**src/rtl/acc_cpu_pkg.sv**
```systemverilog
// ---------------------------------------------------------------------------
// acc_cpu_pkg
// Shared definitions for the multicycle accumulator CPU (acc_cpu_mc):
//   - 4-bit opcode encodings (top nibble of every instruction word)
//   - FSM state encodings
//   - HALT opcode, present only when ACC_CPU_HALT_EN is defined
//   - helper predicates used by the decoder
// ---------------------------------------------------------------------------
package acc_cpu_pkg;

    localparam logic [3:0] OP_NOP  = 4'h0;
    localparam logic [3:0] OP_LDAC = 4'h1;
    localparam logic [3:0] OP_STAC = 4'h2;
    localparam logic [3:0] OP_MVAC = 4'h3;
    localparam logic [3:0] OP_MOVR = 4'h4;
    localparam logic [3:0] OP_JUMP = 4'h5;
    localparam logic [3:0] OP_JMPZ = 4'h6;
    localparam logic [3:0] OP_JPNZ = 4'h7;
    localparam logic [3:0] OP_ADD  = 4'h8;
    localparam logic [3:0] OP_SUB  = 4'h9;
    localparam logic [3:0] OP_INAC = 4'hA;
    localparam logic [3:0] OP_CLAC = 4'hB;
    localparam logic [3:0] OP_AND  = 4'hC;
    localparam logic [3:0] OP_OR   = 4'hD;
    localparam logic [3:0] OP_XOR  = 4'hE;
    localparam logic [3:0] OP_NOT  = 4'hF;

`ifdef ACC_CPU_HALT_EN
    // HALT shares the NOP opcode; it is the NOP word whose low bits are all 1.
    localparam logic [3:0] OP_HALT = OP_NOP;
`endif

    typedef enum logic [2:0] {
        S_RST    = 3'd0,
        S_FETCH  = 3'd1,
        S_DECODE = 3'd2,
        S_OPER   = 3'd3,
        S_MEM    = 3'd4,
        S_EXEC   = 3'd5
`ifdef ACC_CPU_HALT_EN
        ,
        S_HALT   = 3'd6
`endif
    } state_t;

    // Instructions that carry an address word after the opcode word.
    function automatic logic needs_operand(input logic [3:0] op);
        return (op == OP_LDAC) || (op == OP_STAC) || (op == OP_JUMP) ||
               (op == OP_JMPZ) || (op == OP_JPNZ);
    endfunction

    // Instructions that go on to a data transfer after the address word.
    function automatic logic is_mem_op(input logic [3:0] op);
        return (op == OP_LDAC) || (op == OP_STAC);
    endfunction

endpackage

```
**src/rtl/acc_cpu_alu.sv**
```systemverilog
// ---------------------------------------------------------------------------
// acc_cpu_alu
// Combinational ALU for the accumulator CPU. Handles opcodes 8-F; any other
// opcode passes a through unchanged.
// Ports:
//   a      in  DATA_W  accumulator operand
//   b      in  DATA_W  R register operand
//   op     in  4       instruction opcode
//   result out DATA_W  result, modulo 2**DATA_W, no carry out
//   zero   out 1       result == 0
// ---------------------------------------------------------------------------
module acc_cpu_alu
    import acc_cpu_pkg::*;
#(
    parameter int DATA_W = 8
) (
    input  logic [DATA_W-1:0] a,
    input  logic [DATA_W-1:0] b,
    input  logic [3:0]        op,
    output logic [DATA_W-1:0] result,
    output logic              zero
);

    always_comb begin
        result = a;
        case (op)
            OP_ADD:  result = a + b;
            OP_SUB:  result = a - b;
            OP_INAC: result = a + DATA_W'(1);
            OP_CLAC: result = '0;
            OP_AND:  result = a & b;
            OP_OR:   result = a | b;
            OP_XOR:  result = a ^ b;
            OP_NOT:  result = ~a;
            default: result = a;
        endcase
        zero = (result == '0);
    end

endmodule

```
**src/rtl/acc_cpu_mc.sv**
```systemverilog
// ---------------------------------------------------------------------------
// acc_cpu_mc
// Multicycle accumulator CPU core (AC, R, Z, PC, IR, AR) with a single shared
// instruction/data memory port using a req/ack handshake.
//
// Handshake: a transfer starts when mem_req rises (or on the cycle after an
// ack while mem_req stays high). mem_addr/mem_we/mem_wdata are held stable
// while mem_req=1 and mem_ack=0. A cycle with mem_req=1 and mem_ack=1 ends
// exactly one transfer, and mem_rdata is sampled only on that cycle. mem_ack
// is ignored while mem_req=0.
//
// Optional feature macro: ACC_CPU_HALT_EN. When defined, the word with
// opcode 0 and all low DATA_W-4 bits set is HALT: the core parks in S_HALT,
// raises halted and issues no further requests until reset. When undefined
// that word is an ordinary NOP and halted is tied low.
//
// Ports:
//   clk        in   1       clock, rising edge
//   reset      in   1       asynchronous active-high reset
//   mem_req    out  1       memory transfer request
//   mem_we     out  1       1=write, 0=read
//   mem_addr   out  ADDR_W  transfer address
//   mem_wdata  out  DATA_W  write data (AC)
//   mem_rdata  in   DATA_W  read data
//   mem_ack    in   1       transfer complete this cycle
//   dbg_pc     out  ADDR_W  current PC
//   dbg_ac     out  DATA_W  current AC
//   dbg_z      out  1       current Z flag
//   halted     out  1       core stopped
// ---------------------------------------------------------------------------
module acc_cpu_mc
    import acc_cpu_pkg::*;
#(
    parameter int DATA_W   = 8,
    parameter int ADDR_W   = 8,
    parameter int RESET_PC = 0
) (
    input  logic              clk,
    input  logic              reset,
    output logic              mem_req,
    output logic              mem_we,
    output logic [ADDR_W-1:0] mem_addr,
    output logic [DATA_W-1:0] mem_wdata,
    input  logic [DATA_W-1:0] mem_rdata,
    input  logic              mem_ack,
    output logic [ADDR_W-1:0] dbg_pc,
    output logic [DATA_W-1:0] dbg_ac,
    output logic              dbg_z,
    output logic              halted
);

    // Only the opcode nibble of IR matters unless HALT decoding needs the
    // low bits as well.
`ifdef ACC_CPU_HALT_EN
    localparam int IR_W = DATA_W;
`else
    localparam int IR_W = 4;
`endif

    state_t            state_q, state_d;
    logic [ADDR_W-1:0] pc_q, pc_d;
    logic [ADDR_W-1:0] ar_q, ar_d;
    logic [IR_W-1:0]   ir_q, ir_d;
    logic [DATA_W-1:0] ac_q, ac_d;
    logic [DATA_W-1:0] r_q, r_d;
    logic              z_q, z_d;
    logic              req_q, req_d;
    logic              we_q, we_d;
    logic [ADDR_W-1:0] addr_q, addr_d;
`ifdef ACC_CPU_HALT_EN
    logic              halted_q, halted_d;
    logic              halt_low_ones;
`endif

    logic [3:0]        opcode;
    logic              xfer;
    logic [DATA_W-1:0] alu_result;
    logic              alu_zero;

    assign opcode = ir_q[IR_W-1 -: 4];
    assign xfer   = req_q & mem_ack;

    acc_cpu_alu #(.DATA_W(DATA_W)) u_alu (
        .a      (ac_q),
        .b      (r_q),
        .op     (opcode),
        .result (alu_result),
        .zero   (alu_zero)
    );

    // Next-state logic. Memory-port outputs are registered, so each branch
    // that enters a requesting state also sets up the address it will use.
    always_comb begin
        state_d = state_q;
        pc_d    = pc_q;
        ar_d    = ar_q;
        ir_d    = ir_q;
        ac_d    = ac_q;
        r_d     = r_q;
        z_d     = z_q;
        req_d   = req_q;
        we_d    = we_q;
        addr_d  = addr_q;
`ifdef ACC_CPU_HALT_EN
        halted_d      = halted_q;
        halt_low_ones = 1'b1;
        for (int i = 0; i < DATA_W - 4; i++) begin
            halt_low_ones = halt_low_ones & ir_q[i];
        end
`endif

        case (state_q)
            S_RST: begin
                state_d = S_FETCH;
                req_d   = 1'b1;
                we_d    = 1'b0;
                addr_d  = pc_q;
            end

            S_FETCH: begin
                if (xfer) begin
                    ir_d    = mem_rdata[DATA_W-1 -: IR_W];
                    pc_d    = pc_q + ADDR_W'(1);
                    state_d = S_DECODE;
                    req_d   = 1'b0;
                    we_d    = 1'b0;
                end
            end

            S_DECODE: begin
                if (needs_operand(opcode)) begin
                    state_d = S_OPER;
                    req_d   = 1'b1;
                    we_d    = 1'b0;
                    addr_d  = pc_q;
                end else begin
                    state_d = S_EXEC;
                end
            end

            S_OPER: begin
                if (xfer) begin
                    ar_d = mem_rdata[ADDR_W-1:0];
                    pc_d = pc_q + ADDR_W'(1);
                    if (is_mem_op(opcode)) begin
                        // req stays high; the data transfer follows directly.
                        state_d = S_MEM;
                        req_d   = 1'b1;
                        we_d    = (opcode == OP_STAC);
                        addr_d  = mem_rdata[ADDR_W-1:0];
                    end else begin
                        state_d = S_EXEC;
                        req_d   = 1'b0;
                        we_d    = 1'b0;
                    end
                end
            end

            S_MEM: begin
                if (xfer) begin
                    if (opcode == OP_LDAC) begin
                        ac_d = mem_rdata;
                    end
                    state_d = S_FETCH;
                    req_d   = 1'b1;
                    we_d    = 1'b0;
                    addr_d  = pc_q;
                end
            end

            S_EXEC: begin
                case (opcode)
                    OP_MVAC: r_d  = ac_q;
                    OP_MOVR: ac_d = r_q;
                    OP_JUMP: pc_d = ar_q;
                    OP_JMPZ: if (z_q)  pc_d = ar_q;
                    OP_JPNZ: if (!z_q) pc_d = ar_q;
                    default: begin
                        // Opcodes 8-F are the ALU group; only they touch Z.
                        if (opcode[3]) begin
                            ac_d = alu_result;
                            z_d  = alu_zero;
                        end
                    end
                endcase
                state_d = S_FETCH;
                req_d   = 1'b1;
                we_d    = 1'b0;
                addr_d  = pc_d;
`ifdef ACC_CPU_HALT_EN
                if ((opcode == OP_HALT) && halt_low_ones) begin
                    state_d  = S_HALT;
                    req_d    = 1'b0;
                    halted_d = 1'b1;
                end
`endif
            end

`ifdef ACC_CPU_HALT_EN
            S_HALT: begin
                state_d = S_HALT;
                req_d   = 1'b0;
                we_d    = 1'b0;
            end
`endif

            default: begin
                state_d = S_RST;
                req_d   = 1'b0;
                we_d    = 1'b0;
            end
        endcase
    end

    // Asynchronous reset clears req immediately, aborting any transfer.
    always_ff @(posedge clk or posedge reset) begin
        if (reset) begin
            state_q  <= S_RST;
            pc_q     <= ADDR_W'(RESET_PC);
            ar_q     <= '0;
            ir_q     <= '0;
            ac_q     <= '0;
            r_q      <= '0;
            z_q      <= 1'b0;
            req_q    <= 1'b0;
            we_q     <= 1'b0;
            addr_q   <= '0;
`ifdef ACC_CPU_HALT_EN
            halted_q <= 1'b0;
`endif
        end else begin
            state_q  <= state_d;
            pc_q     <= pc_d;
            ar_q     <= ar_d;
            ir_q     <= ir_d;
            ac_q     <= ac_d;
            r_q      <= r_d;
            z_q      <= z_d;
            req_q    <= req_d;
            we_q     <= we_d;
            addr_q   <= addr_d;
`ifdef ACC_CPU_HALT_EN
            halted_q <= halted_d;
`endif
        end
    end

    assign mem_req   = req_q;
    assign mem_we    = we_q;
    assign mem_addr  = addr_q;
    assign mem_wdata = ac_q;
    assign dbg_pc    = pc_q;
    assign dbg_ac    = ac_q;
    assign dbg_z     = z_q;
`ifdef ACC_CPU_HALT_EN
    assign halted    = halted_q;
`else
    assign halted    = 1'b0;
`endif

endmodule

```
**config.mk**
```make
export PLATFORM = sky130hd
export DESIGN_NAME = acc_cpu_mc
export DESIGN_NICKNAME = d
export VERILOG_FILES = /design/src/rtl/acc_cpu_pkg.sv /design/src/rtl/acc_cpu_alu.sv /design/src/rtl/acc_cpu_mc.sv
export SDC_FILE = /design/constraint.sdc
export NUM_CORES = 1
export LEC_CHECK = 0
export CAP_MARGIN = 20
export CORE_UTILIZATION = 45
export DETAILED_ROUTE_END_ITERATION = 10
export GPL_TIMING_DRIVEN = 1
export PLACE_DENSITY = 0.67
export SYNTH_ARGS = -nofsm -noshare
export SYNTH_HDL_FRONTEND = slang
export SYNTH_SLANG_ARGS = --single-unit
```
**constraint.sdc**
```tcl
create_clock -name clk -period 4.65 [get_ports clk]
set_input_delay 0.93 -clock clk [delete_from_list [all_inputs] [get_ports clk]]
set_output_delay 0.93 -clock clk [all_outputs]
set_load 0.01 [all_outputs]
```
After elaboration in Yosys (flattened, before gate mapping)
Cells that the tools add are included.
W data, S select, Z words.

word-level totals
  RAM bits = 0
  ROM bits = 0
  logic and storage cells = 106
  memories = 0
  bits in latches = 0
  register bits = 50
  input bits = 11

cells by class
  multipliers = 0
  bitwise operators = 6
  multiplexer cells = 32
  add/sub/neg operators = 4
  reduce and logical (&&, ||, !) cells = 24
  divide/modulo/power cells = 0
  magnitude comparators = 0
  equal/unequal tests = 30
  shift-type cells = 0

operator list
  operator               count
  $mux W8                10
  $pmux W8 S8            1
  $pmux W8 S2            3
  $pmux W8 S5            1
  $eq A4 B4 Y1 const B   8
  $pmux W8 S3            1
  $add A8 B1 Y8 const B  2
  $eq A4 B3 Y1 const B   4
  $pmux W3 S5            1
  $ne A2 B2 Y1 const B   7
  $mux W3                4
  $reduce_and A5 Y1      2
  $mux W1                9
  $reduce_and A3 Y1      3
  $add A8 B8 Y8          1
  $and A8 B8 Y8          1
  $eq A4 B2 Y1 const B   2
  $logic_not A8 Y1       1
  $not A8 Y8             1
  $or A8 B8 Y8           1
  $reduce_and A2 Y1      4
  $sub A8 B8 Y8          1
  $xor A8 B8 Y8          1
  $eq A3 B2 Y1 const B   2
  other kinds (17)       25

Longest topological paths before layout
Gate-level depths: netlist of the first run.

  word-level depth = 7
  mapped depth = 16
  mapped depth without buffers = 14

Hierarchy
From an unflattened synthesis of the first run, not the netlist that was laid out.

second synthesis, totals
  cell total of the unflattened synthesis = 462
  area total of the unflattened synthesis = 4199.0 um^2

modules (own cells, without submodules)
  module       sequential area each (um^2)  cells an instance  area an instance (um^2)  times used
  acc_cpu_mc   1251.2                       296                2981.6                   1
  acc_cpu_alu  0.0                          166                1217.4                   1

Worst setup path after synthesis of the first run
No wires, ideal clock.

  path type = flip-flop to flip-flop
  start point = reg ir_q[1]
  end point = reg z_q, in the netlist dbg_z
  clock period less this slack = 3291 ps
  required time = 4546 ps
  arrival = 3188 ps
  path buffers = 3
  setup slack = 1359 ps
  setup time = 104 ps
  cell stages (with the launch flop) = 15
  cell sequence = dfrtp_1 -> buf_2 -> buf_1 -> clkbuf_1 -> a21oi_1 -> o21ai_0 -> o21ai_0 -> ha_1 -> and2_1 -> a221oi_1 -> a21o_1 -> o211ai_1 -> a31o_1 -> a211o_1 -> o41ai_2

on the way
  cells in the longest elaborated chain, start to end = 4

RTL lines
  what                                                                 RTL line           text
  start: declaration                                                   acc_cpu_mc.sv:63   logic [IR_W-1:0] ir_q, ir_d;
  start signal: assignment                                             acc_cpu_mc.sv:235  ir_q <= ir_d;
  parallel branches: the longest is 4 deep, another holds $pmux W8 S8  -
  end signal: assignment                                               acc_cpu_mc.sv:238  z_q <= z_d;
  end: declaration                                                     acc_cpu_mc.sv:66   logic z_q, z_d;

Several ways; the timed one is not identified.
A chain may end at the register's enable or synchronous reset.

Final worst setup path of the first run
  start point = reg ir_q[3]
  end point = reg z_q, in the netlist dbg_z

The elaborated chain is that of the path after synthesis.

==> results of run 1 <==
==> path summary, 6_finish.rpt <==
path	endpoint	slack (ns)
setup / recovery	dbg_z	0.61
hold / removal	mem_addr[4]	0.53
setup reg to reg	dbg_z	0.61
hold reg to reg	mem_addr[4]	0.53
max in group asynchronous	mem_addr[6]	3.27
min in group asynchronous	r_q[0]	0.89
==> report_power, final <==
part,leakage [nW],switching [mW],internal [mW]
clock network,0.0585,0.157,0.162
logic,1.27,1.02,0.896
registers,0.605,0.290,0.622
==> kinds of logic after synthesis <==
| family | Yosys count | share of synthesized area (%) |
|---|---|---|
| muxes | 25 | 8.95 |
| and+or+nand+nor | 139 | 16.3 |
| DFF | 50 | 32.8 |
| adders and majority gates | 26 | 8.72 |
| other | 1 | 0.0983 |
| buffers and inverters | 66 | 7.54 |
| AOI/OAI and AO/OA | 138 | 24.2 |
| xor gates and xnor gates | 6 | 1.38 |
==> worst max-delay path: stages, from the launching register on <==
cell and delay, ns:
dfrtp_1 0.60, inv_1 0.31, nor2_1 0.45, nand2_1 0.19
nor3_1 0.21, a21oi_1 0.07, o22ai_1 0.17, ha_1 0.31
and2_1 0.19, a221oi_1 0.32, a21o_1 0.18, o211ai_1 0.10
a31o_1 0.23, a211o_1 0.32, o41ai_2 0.31
==> final cells by class <==
class / count / area (sq um) / area share [%]
inverters: 35 / 131 / 2.96
multi-input cells: 335 / 2280 / 51.4
well taps: 105 / 131 / 2.96
clock inverters: 3 / 43.8 / 0.988
flip-flops and latches: 50 / 1250 / 28.2
clock buffers: 5 / 68.8 / 1.55
repair buffers: 54 / 531 / 12.0
==> cells in the mapped netlist, drive strengths merged, types with 4 or more instances <==
cell	instances	area share, %
a211o	4	0.92
a211oi	4	0.79
a21o	4	0.79
a21oi	38	5.0
a222oi	7	1.8
a22oi	4	0.79
a31o	4	0.92
a31oi	4	0.66
and3	4	0.66
buf	17	2.7
clkbuf	14	1.4
dfrtp	50	33
ha	25	8.2
inv	35	3.4
mux2	13	3.8
mux2i	6	1.6
mux4	6	3.5
nand2	44	4.3
nand2b	5	0.82
nand3	11	1.4
nor2	50	4.9
nor3	12	1.6
o211ai	5	0.98
o21a	4	0.79
o21ai	28	3.7
o22ai	7	1.1
==> sequential cells by signal, indices dropped and copies added (netlist names) <==
register,cells
r_q,8
mem_addr,8
dbg_ac,8
ir_q,4
mem_req,1
dbg_z,1
mem_we,1
state_q,3
dbg_pc,8
ar_q,8
==> layer usage <==
metal / vias to the layer above / wire length, um / share of wire (%)
li1: 1692 / - / -
met1: 1687 / 4480 / 43
met2: 155 / 5090 / 49
met3: 20 / 726 / 6.9
met4: 0 / 198 / 1.9
met5: - / 0 / 0
==> results.toml, run 1 <==
[drt]
vias = 3554
drt_iter0_drc = 398
drt_pre_antenna_iters = 5
wire_per_inst_um = 17.9
drc = 0
routed_via_density = 6.05
postRouteAntennaNets = 0
wl_mm = 10.5

[placement]
place_ws_ns = 0.662
detailed_place.area_sq_um = 4300
gp_congestion = 0.898
place.detailed.hpwl_mm = 7.61
port_buffers = 45
dp.cells = 578

[layout]
area_delta_synth_final_pct = 16.2
nets = 518
antenna_cells = 0
final_cells = 587
fin_area_sq_um = 4430
final_util_pct = 54.0
drive_above_1_share_pct = 9.34
fill_cells = 757
layout_common_cells = "nor2_1 (50), dfrtp_1 (50), clkdlybuf4s50_1 (45)"

[yosys]
avgSynthCellArea_sq_um = 8.46
ys_seq_area_share_pct = 32.8
synth_edf_count = 0
syn-num-nets = 488
synth-seq-cells = 50
synthesis.area_sq_um = 3820
ys.flop_type = "dfrtp_1"
yosysUniqueCellTypes = 58
synthArstFlopShare_pct = 100
synth_warnings = 0
synthCells = 451

[clocking]
cts_resized = 0
htreeDepth = 2
clk_pin_slew_worst_paths_ns = 0.10
root_buffer = "clkbuf_8"
cts_tree = "yes"
cts_inserted_buffers = 5
clock_path_buffers = 2
cts.sinks = 50
cts_setup_buffers = 0
clkLatencyLatePin_ns = 0.31
ctsHoldBuffers = 0

[run]
drv_cap = 0

[sta]
setup_ws_ns = 0.608
max_freq_ghz = 0.247
setup_tns_ns = 0
worst_slew_pin_slew_ns = 0.802
min_period_over_period_pct = 86.9
setup_viol = 0
timing.hold.ws_ns = 0.534
max_slew_margin_pct = 46.5
clock_skew_ns = 0.00843
finalCriticalPeriod_ns = 4.04
finalMaxSlewViolations = 0
rsz0062_at_grt = "false"
hold_viol_final = 0

[power]
leakagePower_nw = 1.93
p_per_area_nw_per_um2 = 709
ir_drop_v = 0.000363
finalPower_mw = 3.14

[floorplanning]
die_h_um = 94.1
rows = 33
pin_count = 47
initial_core_util_pct = 46.4
fp.dieW_um = 94.1
core_sq_um = 8220
dieArea_sq_um = 8850

[critical_path]
arrival_ns = 4.26
timing.rr.start = "ir_q[3]"
rr_worst_depth = 14
cp.required_ns = 4.86
cp-startpoint = "ir_q[3]"
crit_type = "reg2reg"
start_kind = "flip-flop"
cp_max_fo = 14
worst_setup_path_end_kind = "flip-flop"

[grt]
grt-ovfl-total = 0
grtUsageMet1_pct = 34.5
use_met2_pct = 41.6
top_usage_layer = "met2"
grt_max_degree = 51
grtUsageTotal_pct = 25.3
grt_antenna_before_repair = 0
grt_pass1_vias = 3296
grt.met3_usage_pct = 3.48
grt_pass1_wl_mm = 17.3

[hold_path]
hold_depth = 2
hp-class = "reg2reg"
hold_path_startpoint = "mem_addr[4]"

[outcome]
outcome = "completed"
Power figures use the tool's default switching activity.
==> run 2, diff against run 1 <==
--- a/config.mk
+++ b/config.mk
@@ -7,9 +7,11 @@
 export LEC_CHECK = 0
 export CAP_MARGIN = 20
 export CORE_UTILIZATION = 45
+export CTS_CLUSTER_SIZE = 8
 export DETAILED_ROUTE_END_ITERATION = 10
 export GPL_TIMING_DRIVEN = 1
-export PLACE_DENSITY = 0.67
+export PLACE_DENSITY = 0.66
 export SYNTH_ARGS = -nofsm -noshare
 export SYNTH_HDL_FRONTEND = slang
+export SYNTH_HIERARCHICAL = 1
 export SYNTH_SLANG_ARGS = --single-unit
==> results.toml, run 2 <==
[sta]
min_period_over_period_pct = 78.0
finalMaxSlewViolations = 0
hold_viol_final = 0
clock_skew_ns = 0.0125
rsz0062_at_grt = "false"
setup_tns_ns = 0
worst_slew_pin_slew_ns = 0.903
max_freq_ghz = 0.276
finalCriticalPeriod_ns = 3.63
setup_viol = 0
max_slew_margin_pct = 39.4

[hold_path]
hold_path_startpoint = "mem_addr[5]"
hp-class = "reg2reg"
hold_depth = 1
whs_endpoint = "mem_addr[5]"

[floorplanning]
pin_count = 47
core_sq_um = 8890
dieArea_sq_um = 9720
fp.dieW_um = 98.6
rows = 34
die_h_um = 98.6
initial_core_util_pct = 47.2

[drt]
drt_iter0_drc = 372
drt_pre_antenna_iters = 5
vias = 3661
wl_mm = 10.9
routed_via_density = 6.13
wire_per_inst_um = 18.3
postRouteAntennaNets = 0
drc = 0

[yosys]
syn-num-nets = 501
synth_top_cell_by_area = "dfrtp_1"
synth_top_area_share_pct = 29.8
yosysMostFrequentCell = "dfrtp_1"
yosysUniqueCellTypes = 71
synthCells = 462
ys.flop_type = "dfrtp_1"
synth_warnings = 6
synthesis.area_sq_um = 4200
ys_seq_area_share_pct = 29.8
synthArstFlopShare_pct = 100
synthTopCellsByCount = "dfrtp_1 (50), nor2_1 (35), nand2_1 (34), mux2_2 (29), inv_1 (28)"
synth_edf_count = 0
ys_top_cells_by_area = "dfrtp_1 (30%), ha_1 (8.0%), mux2_2 (7.8%), mux2i_1 (5.7%), nor2_1 (3.1%)"
synth-seq-cells = 50
avgSynthCellArea_sq_um = 9.09

[critical_path]
max_stage_delay_ns = 0.58
crit_type = "reg2reg"
cp_max_fo = 12
arrival_ns = 3.82
path_cells = "nor2b_1, nand2_1, or3_1, a21oi_1, ha_1, a21oi_1, nand2_1, o221ai_1, xor2_1, o21ai_1, a221o_1, mux2i_1, o21ai_0, mux2_2"
cp.required_ns = 4.85
critPathSlowestCell = "dfrtp_1"
r2r_slack_ns = 1.02
worst_setup_path_end_kind = "flip-flop"
start_kind = "flip-flop"
timing.rr.start = "ir_q[3]"
r2r_end = "dbg_ac[7]"
rr_worst_depth = 14

[power]
ir_drop_v = 0.000136
p_per_area_nw_per_um2 = 158
leakagePower_nw = 1.99
finalPower_mw = 0.751

[clocking]
cts.sinks = 50
clkLatencyLatePin_ns = 0.31
cts_resized = 0
ctsHoldBuffers = 0
htreeDepth = 2
root_buffer = "clkbuf_8"
clk_pin_slew_worst_paths_ns = 0.10
cts_setup_buffers = 0
clock_path_buffers = 2
cts_tree = "yes"
cts_inserted_buffers = 5

[placement]
gp_congestion = 0.928
port_buffers = 45
place.detailed.hpwl_mm = 8.02

[grt]
grt-ovfl-total = 0
grt_pass1_vias = 3507
grtUsageTotal_pct = 23.6
grt_max_degree = 35
grt_pass1_wl_mm = 18.4
grt_antenna_before_repair = 0

[layout]
final_common_cell = "dfrtp_1"
antenna_cells = 0
final_util_pct = 53.4
area_delta_synth_final_pct = 13.0
drive_above_1_share_pct = 13.1
nets = 527
layout_common_cells = "dfrtp_1 (50), clkdlybuf4s50_1 (45), nor2_1 (35)"

[outcome]
outcome = "completed"

[run]
drv_cap = 0
==> run 2: cells by family after synthesis <==
logic type / count (synthesis) / synth area share [%]
AND/OR/NAND/NOR: 130 / 16.4
AO/OA/AOI/OAI: 125 / 20.8
multiplexers: 57 / 14.9
buffers and inverters: 59 / 7.00
adder cells (fa/ha/maj): 28 / 8.52
flip-flops: 50 / 29.8
XOR/XNOR: 12 / 2.50
other: 1 / 0.0893
==> run 2: worst max-delay path: cells and delay by family, from the launching register on <==
| kind | cells | cell delay (ns) |
|---|---|---|
| compound gates | 6 | 1.09 |
| xor+xnor | 1 | 0.22 |
| fa+ha+maj | 1 | 0.30 |
| flops | 1 | 0.58 |
| mux | 2 | 0.40 |
| simple gates | 4 | 0.92 |
==> run 2: worst max-delay path by stage <==
stage	slack, ns	startpoint	endpoint
floorplan	1.09	ir_q[0]	dbg_ac[7]
global placement	1.13	ir_q[3]	dbg_ac[7]
detailed placement	1.08	ir_q[3]	dbg_ac[7]
CTS	1.05	ir_q[3]	dbg_ac[7]
global route	0.75	ir_q[3]	dbg_ac[7]
finish	1.02	ir_q[3]	dbg_ac[7]
==> run 2: where the power goes <==
part / switching, mW / internal [mW]
Combinational: 0.0169 / 0.0125
Sequential: 0 / 0.434
Clock: 0.164 / 0.123
Total: 0.181 / 0.570
==> run 2: per-layer routing <==
layer / GRT usage, % / share of wire, %
met1: 34.6 / 49
met2: 37.0 / 45
met3: 2.84 / 5.1
met4: 5.86 / 0.91
met5: 0 / 0
==> run 2: final cells by class <==
type	count	area, sq um
fillers	821	4150
multi-input cells	353	2650
flip-flops and latches	50	1250
repair buffers	50	500
well taps	108	135
inverters	28	105
clock buffers	6	82.6
clock inverters	2	16.3
==> run 2: metrics by stage <==
| step | worst slack (ns) | hold slack, ns | area (sq um) | cells |
|---|---|---|---|---|
| 3_5_place_dp | 1.08 | 0.484 | 4650 | 589 |
| 2_1_floorplan | 1.09 | 0.480 | 4200 | 462 |
| 3_3_place_gp | 1.13 | 0.479 | 4630 | 588 |
| 4_1_cts | 1.05 | 0.513 | 4740 | 597 |
| 5_1_grt | 0.747 | 0.534 | 4740 | 597 |
| 6_report | 1.02 | 0.509 | 4740 | 597 |
